==> config.mk <==
export PLATFORM = sky130hd
export DESIGN_NAME = ecc_check_sched
export DESIGN_NICKNAME = d
export VERILOG_FILES = /design/src/rtl/ecc_check_sched.sv
export SDC_FILE = /design/constraint.sdc
export NUM_CORES = 1
export LEC_CHECK = 0
export CAP_MARGIN = 10
export CORE_AREA = 2 2 212 214
export CTS_CLUSTER_SIZE = 14
export DETAILED_ROUTE_END_ITERATION = 16
export DIE_AREA = 0 0 214 216
export PLACE_DENSITY_LB_ADDON = 0.05
export SYNTH_ARGS = -nofsm -noshare
export SYNTH_HDL_FRONTEND = slang
export SYNTH_SLANG_ARGS = --single-unit
==> constraint.sdc <==
create_clock -name clk -period 4.11 [get_ports clk]
set_clock_uncertainty 0.15 [all_clocks]
set_input_delay 0.411 -clock clk [delete_from_list [all_inputs] [get_ports clk]]
set_output_delay 0.411 -clock clk [all_outputs]
set_load 0.02 [all_outputs]
==> src/rtl/ecc_check_sched.sv <==
// ecc_check_sched: round-robin arbiter sharing one SECDED check engine, with RAS event counters
module ecc_check_sched #(
  parameter int          NUM_REQ    = 4,
  parameter int          DWIDTH     = 64,
  parameter int          EWIDTH     = 8,
  parameter int          IDW        = $clog2(NUM_REQ),
  parameter int          TIMEOUT    = 16,
  parameter logic [15:0] DED_THRESH = 16'd8
) (
  input  logic                      clk,
  input  logic                      rst_n,
  input  logic                      cfg_en,
  input  logic [NUM_REQ-1:0]        req_valid,
  output logic [NUM_REQ-1:0]        req_ready,
  input  logic [NUM_REQ*DWIDTH-1:0] req_data,
  input  logic [NUM_REQ*EWIDTH-1:0] req_ecc,
  output logic                      eng_start,
  output logic [DWIDTH-1:0]         eng_data_o,
  output logic [EWIDTH-1:0]         eng_ecc_o,
  input  logic                      eng_done,
  input  logic [DWIDTH-1:0]         eng_data_i,
  input  logic                      eng_sec,
  input  logic                      eng_ded,
  output logic                      rsp_valid,
  input  logic                      rsp_ready,
  output logic [IDW-1:0]            rsp_id,
  output logic [DWIDTH-1:0]         rsp_data,
  output logic                      rsp_sec,
  output logic                      rsp_ded,
  output logic                      rsp_timeout,
  input  logic                      cnt_clr,
  output logic [15:0]               sec_cnt,
  output logic [15:0]               ded_cnt,
  output logic                      ded_irq
);
  localparam int TW = $clog2(TIMEOUT + 1);
  typedef enum logic [1:0] {IDLE, ISSUE, WAIT, RESP} state_t;
  state_t              r_state, w_next;
  logic [IDW-1:0]      r_rr, r_id, w_gnt, w_idx;
  logic [TW-1:0]       r_timer;
  logic [DWIDTH-1:0]   r_data, r_rsp_data;
  logic [EWIDTH-1:0]   r_ecc;
  logic                r_start, r_rsp_valid, r_rsp_sec, r_rsp_ded, r_rsp_to, r_irq;
  logic [IDW-1:0]      r_rsp_id;
  logic [15:0]         r_sec_cnt, r_ded_cnt, w_sec_nxt, w_ded_nxt;
  logic                w_found, w_take, w_done, w_to, w_fin, w_inc_sec, w_inc_ded;
  assign w_take      = rst_n && r_state == IDLE && cfg_en && w_found;
  assign w_done      = r_state == WAIT && eng_done;
  assign w_to        = r_state == WAIT && !eng_done && r_timer == TW'(TIMEOUT - 1);
  assign w_fin       = w_done || w_to;
  assign w_inc_sec   = w_done && eng_sec && !eng_ded;
  assign w_inc_ded   = (w_done && eng_ded) || w_to;
  assign w_sec_nxt   = (w_inc_sec && r_sec_cnt != 16'hFFFF) ? r_sec_cnt + 16'd1 : r_sec_cnt;
  assign w_ded_nxt   = (w_inc_ded && r_ded_cnt != 16'hFFFF) ? r_ded_cnt + 16'd1 : r_ded_cnt;
  assign req_ready   = w_take ? (NUM_REQ'(1) << w_gnt) : '0;
  assign eng_start   = r_start;
  assign eng_data_o  = r_data;
  assign eng_ecc_o   = r_ecc;
  assign rsp_valid   = r_rsp_valid;
  assign rsp_id      = r_rsp_id;
  assign rsp_data    = r_rsp_data;
  assign rsp_sec     = r_rsp_sec;
  assign rsp_ded     = r_rsp_ded;
  assign rsp_timeout = r_rsp_to;
  assign sec_cnt     = r_sec_cnt;
  assign ded_cnt     = r_ded_cnt;
  assign ded_irq     = r_irq;
  // round-robin pick: scan downwards so the lowest offset from r_rr wins
  always_comb begin
    w_found = 1'b0;
    w_gnt   = '0;
    w_idx   = '0;
    for (int k = NUM_REQ - 1; k >= 0; k--) begin
      w_idx = IDW'((int'(r_rr) + k) % NUM_REQ);
      if (req_valid[w_idx]) begin
        w_found = 1'b1;
        w_gnt   = w_idx;
      end
    end
  end
  // next-state logic
  always_comb begin
    w_next = r_state;
    case (r_state)
      IDLE:    w_next = w_take ? ISSUE : IDLE;
      ISSUE:   w_next = WAIT;
      WAIT:    w_next = w_fin ? RESP : WAIT;
      default: w_next = rsp_ready ? IDLE : RESP;
    endcase
  end
  // state, capture, engine launch and response registers
  always_ff @(posedge clk) begin
    if (!rst_n) begin
      r_state     <= IDLE;
      r_rr        <= '0;
      r_id        <= '0;
      r_timer     <= '0;
      r_start     <= 1'b0;
      r_data      <= '0;
      r_ecc       <= '0;
      r_rsp_valid <= 1'b0;
      r_rsp_id    <= '0;
      r_rsp_data  <= '0;
      r_rsp_sec   <= 1'b0;
      r_rsp_ded   <= 1'b0;
      r_rsp_to    <= 1'b0;
    end else begin
      r_state <= w_next;
      r_start <= w_take;
      r_timer <= (r_state == WAIT) ? r_timer + 1'b1 : '0;
      if (w_take) begin
        r_rr   <= (w_gnt == IDW'(NUM_REQ - 1)) ? '0 : w_gnt + 1'b1;
        r_id   <= w_gnt;
        r_data <= req_data[w_gnt*DWIDTH +: DWIDTH];
        r_ecc  <= req_ecc[w_gnt*EWIDTH +: EWIDTH];
      end
      if (w_fin) begin
        r_rsp_valid <= 1'b1;
        r_rsp_id    <= r_id;
        r_rsp_data  <= w_done ? eng_data_i : r_data;
        r_rsp_sec   <= w_inc_sec;
        r_rsp_ded   <= !w_done || eng_ded;
        r_rsp_to    <= !w_done;
      end else if (r_state == RESP && rsp_ready) begin
        r_rsp_valid <= 1'b0;
      end
    end
  end
  // saturating SEC/DED counters and sticky threshold interrupt; clear beats increment
  always_ff @(posedge clk) begin
    if (!rst_n || cnt_clr) begin
      r_sec_cnt <= '0;
      r_ded_cnt <= '0;
      r_irq     <= 1'b0;
    end else begin
      r_sec_cnt <= w_sec_nxt;
      r_ded_cnt <= w_ded_nxt;
      r_irq     <= r_irq || w_ded_nxt >= DED_THRESH;
    end
  end
endmodule

==> out/metrics.cfg, run 1 <==
[power_and_ir_drop]
p_leak_nw=7.24
pwr-share-seq=0.363
max-vdd-ir-drop_mv=0.248
p_clk_frac=0.328
internal_power_mw=3.90
power.switching_mw=1.82
swShare=0.318
combPwrFrac=0.309
power.density_nw_per_um2=335

[floorplanning]
initial_utilization=0.242
core_area_sq_um=43800
io_pins=544
die_w_microns=214
fp.dieH_microns=216
rows=77
dieArea_sq_um=46200

[clock_network]
cts.sinks=187
cts_htree_levels=4
worstSkewPairLatency_ns=0.45
post_cts.repair.setup_buffers=0
clock_tree.buffer_depth=2
clkTransAtPathRegs_ns=0.07
cts_root_buf=clkbuf_16
numCtsBuffers=17
post_cts_resized=0
cts_tree=done
postCtsHoldBufs=0

[synthesis]
ys_warn_count=0
synth_top_family_by_area=simple AND/OR/NAND/NOR gates
yosysSeqAreaShare=0.353
syn-mean-instance-area_sq_um=7.64
synth-simple-area-share=0.375
synth_cell_types=54
synthMuxAreaShare=0.00579
synth_edf_count=0
synth_xor_area_frac=0.0265
synthCells=1386
synthesis.nets=1762
synth_area_leader_cell=dfxtp_1
synth_top_cell_area_share=0.353
yosys-top-cells-area=dfxtp_1 35%, nand2_1 14%, nand3_1 10%, and3_1 8.7%, o31ai_2 6.5%
ys.flop_type=dfxtp_1
synth_seq_cells=187
synth_compound_gate_area_share=0.165
synth_fa_ha_area_frac=0.0142
ys_async_sr_fraction=0
synth_area_sq_um=10600

[drt]
drt-wirelength-per-cell_microns=19.9
wl_microns=48800
vias=11600
drtPass1Iterations=4
drtAntennaViolNets=0
drc=0
viasPerCell=4.74
drtIter0Drc=635

[global_routing]
grt_overflow=0
grt_pass1_vias=11200
grt_max_degree=150
grt_pass1_wl_microns=72000
grtUsageTotal=0.204
grt_antenna_before_repair=14

[placed_design]
dp.cells=2413
io_buffer_count=543
dpl.hpwl_microns=36000
dpl_worst_slack_ns=0.720
gp_congestion=0.823

[final_layout]
instances_no_fill=2456
drive_gt1_frac=0.0691
mostFrequentLayoutCell=clkdlybuf4s50_1
nets=2216
mostFrequentLayoutCells=541 x clkdlybuf4s50_1, 381 x nand2_1, 214 x nand3_1
area_growth_pct=61.1
filler_cell_count=4627

[timing]
worst_pin_slew_ns=1.06
slew_headroom=0.291
whs_ns=0.298
fin_tns_setup_ns=0
period_minus_slack_ns=3.32
rsz0062_at_grt=no
fin_ws_ns=0.789
fmax_ghz=0.301
post-route-period-util=0.808
maxSlewViolCount=0
setup_viol=0
hold_viol=0

[hold_path]
hold_class=register to register

[worst_setup_path]
crit_fanout=26
worstSetupEndpointType=primary output
worst_setup_path_start_kind=input port
crit_required_ns=3.55
critPathArrivalTime_ns=2.76
critical_path_class=input port to primary output

[run_status]
status=finished, final reports clean

[flow_run]
cap_violations=0

final timing paths:
path                 from            to  slack, ns  depth (start not counted)
max          req_valid[0]  req_ready[3]       0.79                          8
min            r_timer[0]    r_timer[0]       0.30                          1
max reg2reg    r_state[0]  rsp_data[37]       1.35                          7
min reg2reg    r_timer[0]    r_timer[0]       0.30                          1
layout make-up:
class	instances	area (sq um)	share of cell area
Multi-Input combinational cell	1061	6260	0.367
Timing Repair Buffer	561	5590	0.328
Sequential cell	187	3740	0.219
Tap cell	592	741	0.0434
Clock buffer	18	429	0.0252
Clock inverter	14	218	0.0128
Inverter	12	47.5	0.00279
Antenna cell	11	27.5	0.00161
power groups by stage:
stage          registers (mW)  logic [mW]  clock network, mW
2_1_floorplan            2.26       0.750                  0
3_3_place_gp             2.11        1.80                  0
3_5_place_dp             2.12        1.79                  0
4_1_cts                  2.08        1.80               1.95
5_1_grt                  2.10        1.92               2.01
6_report                 2.07        1.77               1.87
worst max-delay path, stage by stage:
cell and delay, ns:
clkdlybuf4s50_1 0.48, a21oi_1 0.18, o21a_1 0.17, o22ai_4 0.10, inv_2 0.36, ha_1 0.27
and2_1 0.14, clkdlybuf4s50_1 0.65
kinds of logic after synthesis:
| logic type | count (synthesis) |
|---|---|
| buffers and inverters | 138 |
| adders and majority gates | 12 |
| and+or+nand+nor | 838 |
| xor gates and xnor gates | 32 |
| AOI/OAI and AO/OA | 173 |
| DFF | 187 |
| muxes | 6 |
metrics by stage:
stage | instance area [sq um] | utilization | power (mW)
finish | 17100 | 0.389 | 5.71
global route | 17100 | 0.389 | 6.02
CTS | 17000 | 0.389 | 5.83
detailed placement | 16400 | 0.374 | 3.91
global placement | 16400 | 0.374 | 3.91
floorplan | 10600 | - | 3.01
state kept, by name, summed over array words and instances, names as in the netlist:
signal and count:
rsp_ded 1, ded_cnt 16, r_rr 2, rsp_valid 1
ded_irq 1, eng_ecc_o 8, eng_start 1, rsp_timeout 1
r_timer 5, r_id 2, sec_cnt 16, rsp_id 2
eng_data_o 64, r_state 2, rsp_sec 1, rsp_data 64
synth_stat cells, types with 10 or more instances:
cell and count:
and3_1 148, buf_2 16, clkbuf_1 90, dfxtp_1 187, ha_1 12, inv_1 10
nand2_1 382, nand3_1 214, nand4_1 12, nor2_1 43, o211a_1 65, o31ai_1 19
o31ai_2 55, xnor2_1 12, xor2_1 20
per-layer routing:
layer,global-route usage,part of all wire,vias up
met1,0.247,0.43,5491
met2,0.344,0.49,331
met5,0,0.0011,-
li1,-,-,5746
met4,0.0860,0.026,8
met3,0.0506,0.056,58
Note: power is estimated with default switching activity, not from simulation.
==> run 2, diff against run 1 <==
==> constraint.sdc (replaced) <==
create_clock -name clk -period 2.7 [get_ports clk]
set_clock_uncertainty 0.15 [all_clocks]
set_input_delay 0.27 -clock clk [delete_from_list [all_inputs] [get_ports clk]]
set_output_delay 0.27 -clock clk [all_outputs]
set_load 0.02 [all_outputs]
==> run 2 against run 1 <==
Compared with the run above:
- sequential power grew 53%
- critical path depth grew 1
- clock-buffer cell count grew 1
- setup slack lost 0.63 ns
- sequential share of layout area shrank 0.48 points
- sequential cell count is the same
- non-clock buffer count grew 23
- largest cell class unchanged
==> out/metrics.cfg, run 2 (synthesis results as in run 1) <==
[run_status]
status=finished, final reports clean

[final_layout]
filler_cell_count=4564
nets=2239
finish.utilization=0.398
drive_gt1_frac=0.0842
mostFrequentLayoutCell=clkdlybuf4s50_1
regArea_sq_um=3750
area_growth_pct=64.8
mostFrequentLayoutCells=537 x clkdlybuf4s50_1, 381 x nand2_1, 214 x nand3_1
multiInputGateArea_sq_um=6260

[clock_network]
cts_root_buf=clkbuf_16
numCtsBuffers=17
clock_tree.buffer_depth=2
cts_tree=done
cts.sinks=187
worstSkewPairLatency_ns=0.46
cts_htree_levels=4
clkTransAtPathRegs_ns=0.07

[worst_setup_path]
crit_fanout=13
reg2reg_slack_ns=0.27
critPathTopFamily=buffers and inverters
cp_common_cell=buf_12
critical_path_class=input port to primary output
path_depth=9
worst_setup_path_start_kind=input port
critPathArrivalTime_ns=2.12
r2r_end=ded_irq
timing.rr.start=r_timer[0]
worst-path-buf-inv=4
r2r.worst_path.cells=10
crit_required_ns=2.28
cp-endpoint=req_ready[1]
crit_chain=clkdlybuf4s50_1 > nand2b_1 > a21oi_1 > or3_4 > inv_8 > buf_12 > ha_1 > and2_1 > buf_12
critPathLaunch=req_valid[1]
critPathSlowestCell=clkdlybuf4s50_1
worstSetupEndpointType=primary output
max_stage_delay_ns=0.52

[global_routing]
grt_overflow=0
grt_antenna_before_repair=11
grt_pass1_wl_microns=72700
grt_max_degree=76
grt_pass1_vias=11500
grtUsageTotal=0.207

[timing]
fmax_ghz=0.394
post-route-period-util=0.941
slew_headroom=0.450
fin_ws_ns=0.159
worst_pin_slew_ns=0.825
setup_viol=0
rsz0062_at_grt=no
fin_tns_setup_ns=0
period_minus_slack_ns=2.54
hold_viol=0
maxSlewViolCount=0

[drt]
drtIter0Drc=608
drt-wirelength-per-cell_microns=20.2
drc=0
viasPerCell=4.72
wl_microns=50100
drtPass1Iterations=5
drtAntennaViolNets=0
vias=11700

[floorplanning]
fp.dieH_microns=216
die_w_microns=214
dieArea_sq_um=46200
initial_utilization=0.242
rows=77
io_pins=544
core_area_sq_um=43800

[power_and_ir_drop]
power.density_nw_per_um2=499
p_leak_nw=7.44
max-vdd-ir-drop_mv=0.422

[placed_design]
dpl.hpwl_microns=37000
gp_congestion=0.868
dpl_worst_slack_ns=0.0647
io_buffer_count=543

[hold_path]
hold_class=input port to register

[flow_run]
cap_violations=0

-- run 2: what timing repair did --
item / 4_1_cts / 5_1_grt
endpoints found under the hold margin: 16 / 0
hold buffers: 1 / 0
buffers inserted: 0 / 1
gates resized for setup: 1 / 5
setup endpoints to repair: 4 / 3
cloned: 0 / 2
pin swaps: 0 / 1
-- run 2: metrics by stage --
step,hold WS [ns],std cells,total power [mW],cell area [sq um]
after detailed placement,0.291,2432,6.07,16700
after CTS,0.259,2465,8.83,17400
final,0.290,2478,8.71,17500
after global placement,0.282,2432,6.07,16700
after global routing,0.277,2478,9.16,17500
after floorplan,0.268,1386,4.58,10600
-- run 2: cell type report --
| type | instances | area share |
|---|---|---|
| flip-flops and latches | 187 | 0.215 |
| clock inverters | 13 | 0.00875 |
| diodes | 10 | 0.00143 |
| multi-input cells | 1061 | 0.359 |
| well taps | 592 | 0.0424 |
| clock buffers | 19 | 0.0259 |
| inverters | 12 | 0.00308 |
| repair buffers | 584 | 0.345 |
-- run 2: worst min-delay path by stage --
stage | start | endpoint | slack (ns) | cells after the start
6_report | eng_done | rsp_sec | 0.29 | 3
3_3_place_gp | r_timer[0] | r_timer[0] | 0.28 | 1
5_1_grt | eng_done | rsp_sec | 0.28 | 3
3_5_place_dp | r_timer[0] | r_timer[0] | 0.29 | 1
2_1_floorplan | r_timer[0] | r_timer[0] | 0.27 | 1
4_1_cts | eng_done | rsp_sec | 0.26 | 3
-- run 2: power breakdown --
group | internal, mW | switching, mW | total [mW]
clock | 1.44 | 1.26 | 2.70
sequential | 2.98 | 0.184 | 3.17
combinational | 1.41 | 1.43 | 2.84
-- run 2: layer usage --
metal  global-route usage  wire, microns  vias to the layer above
met5                    0             13                        -
met4               0.0900           1400                        2
met3               0.0490           2900                       60
met2                0.352          24900                      360
met1                0.249          20900                     5487
li1                     -              -                     5792
-- run 2: worst register-to-register path, cell delays in order, from the launching register on --
cell and delay, ns:
dfxtp_1 0.33, ha_1 0.22, and3_1 0.19, ha_1 0.22, mux2_2 0.32, nand2_1 0.22
nor3_1 0.09, buf_4 0.16, nor4_1 0.16, a31o_2 0.15, a41oi_2 0.10
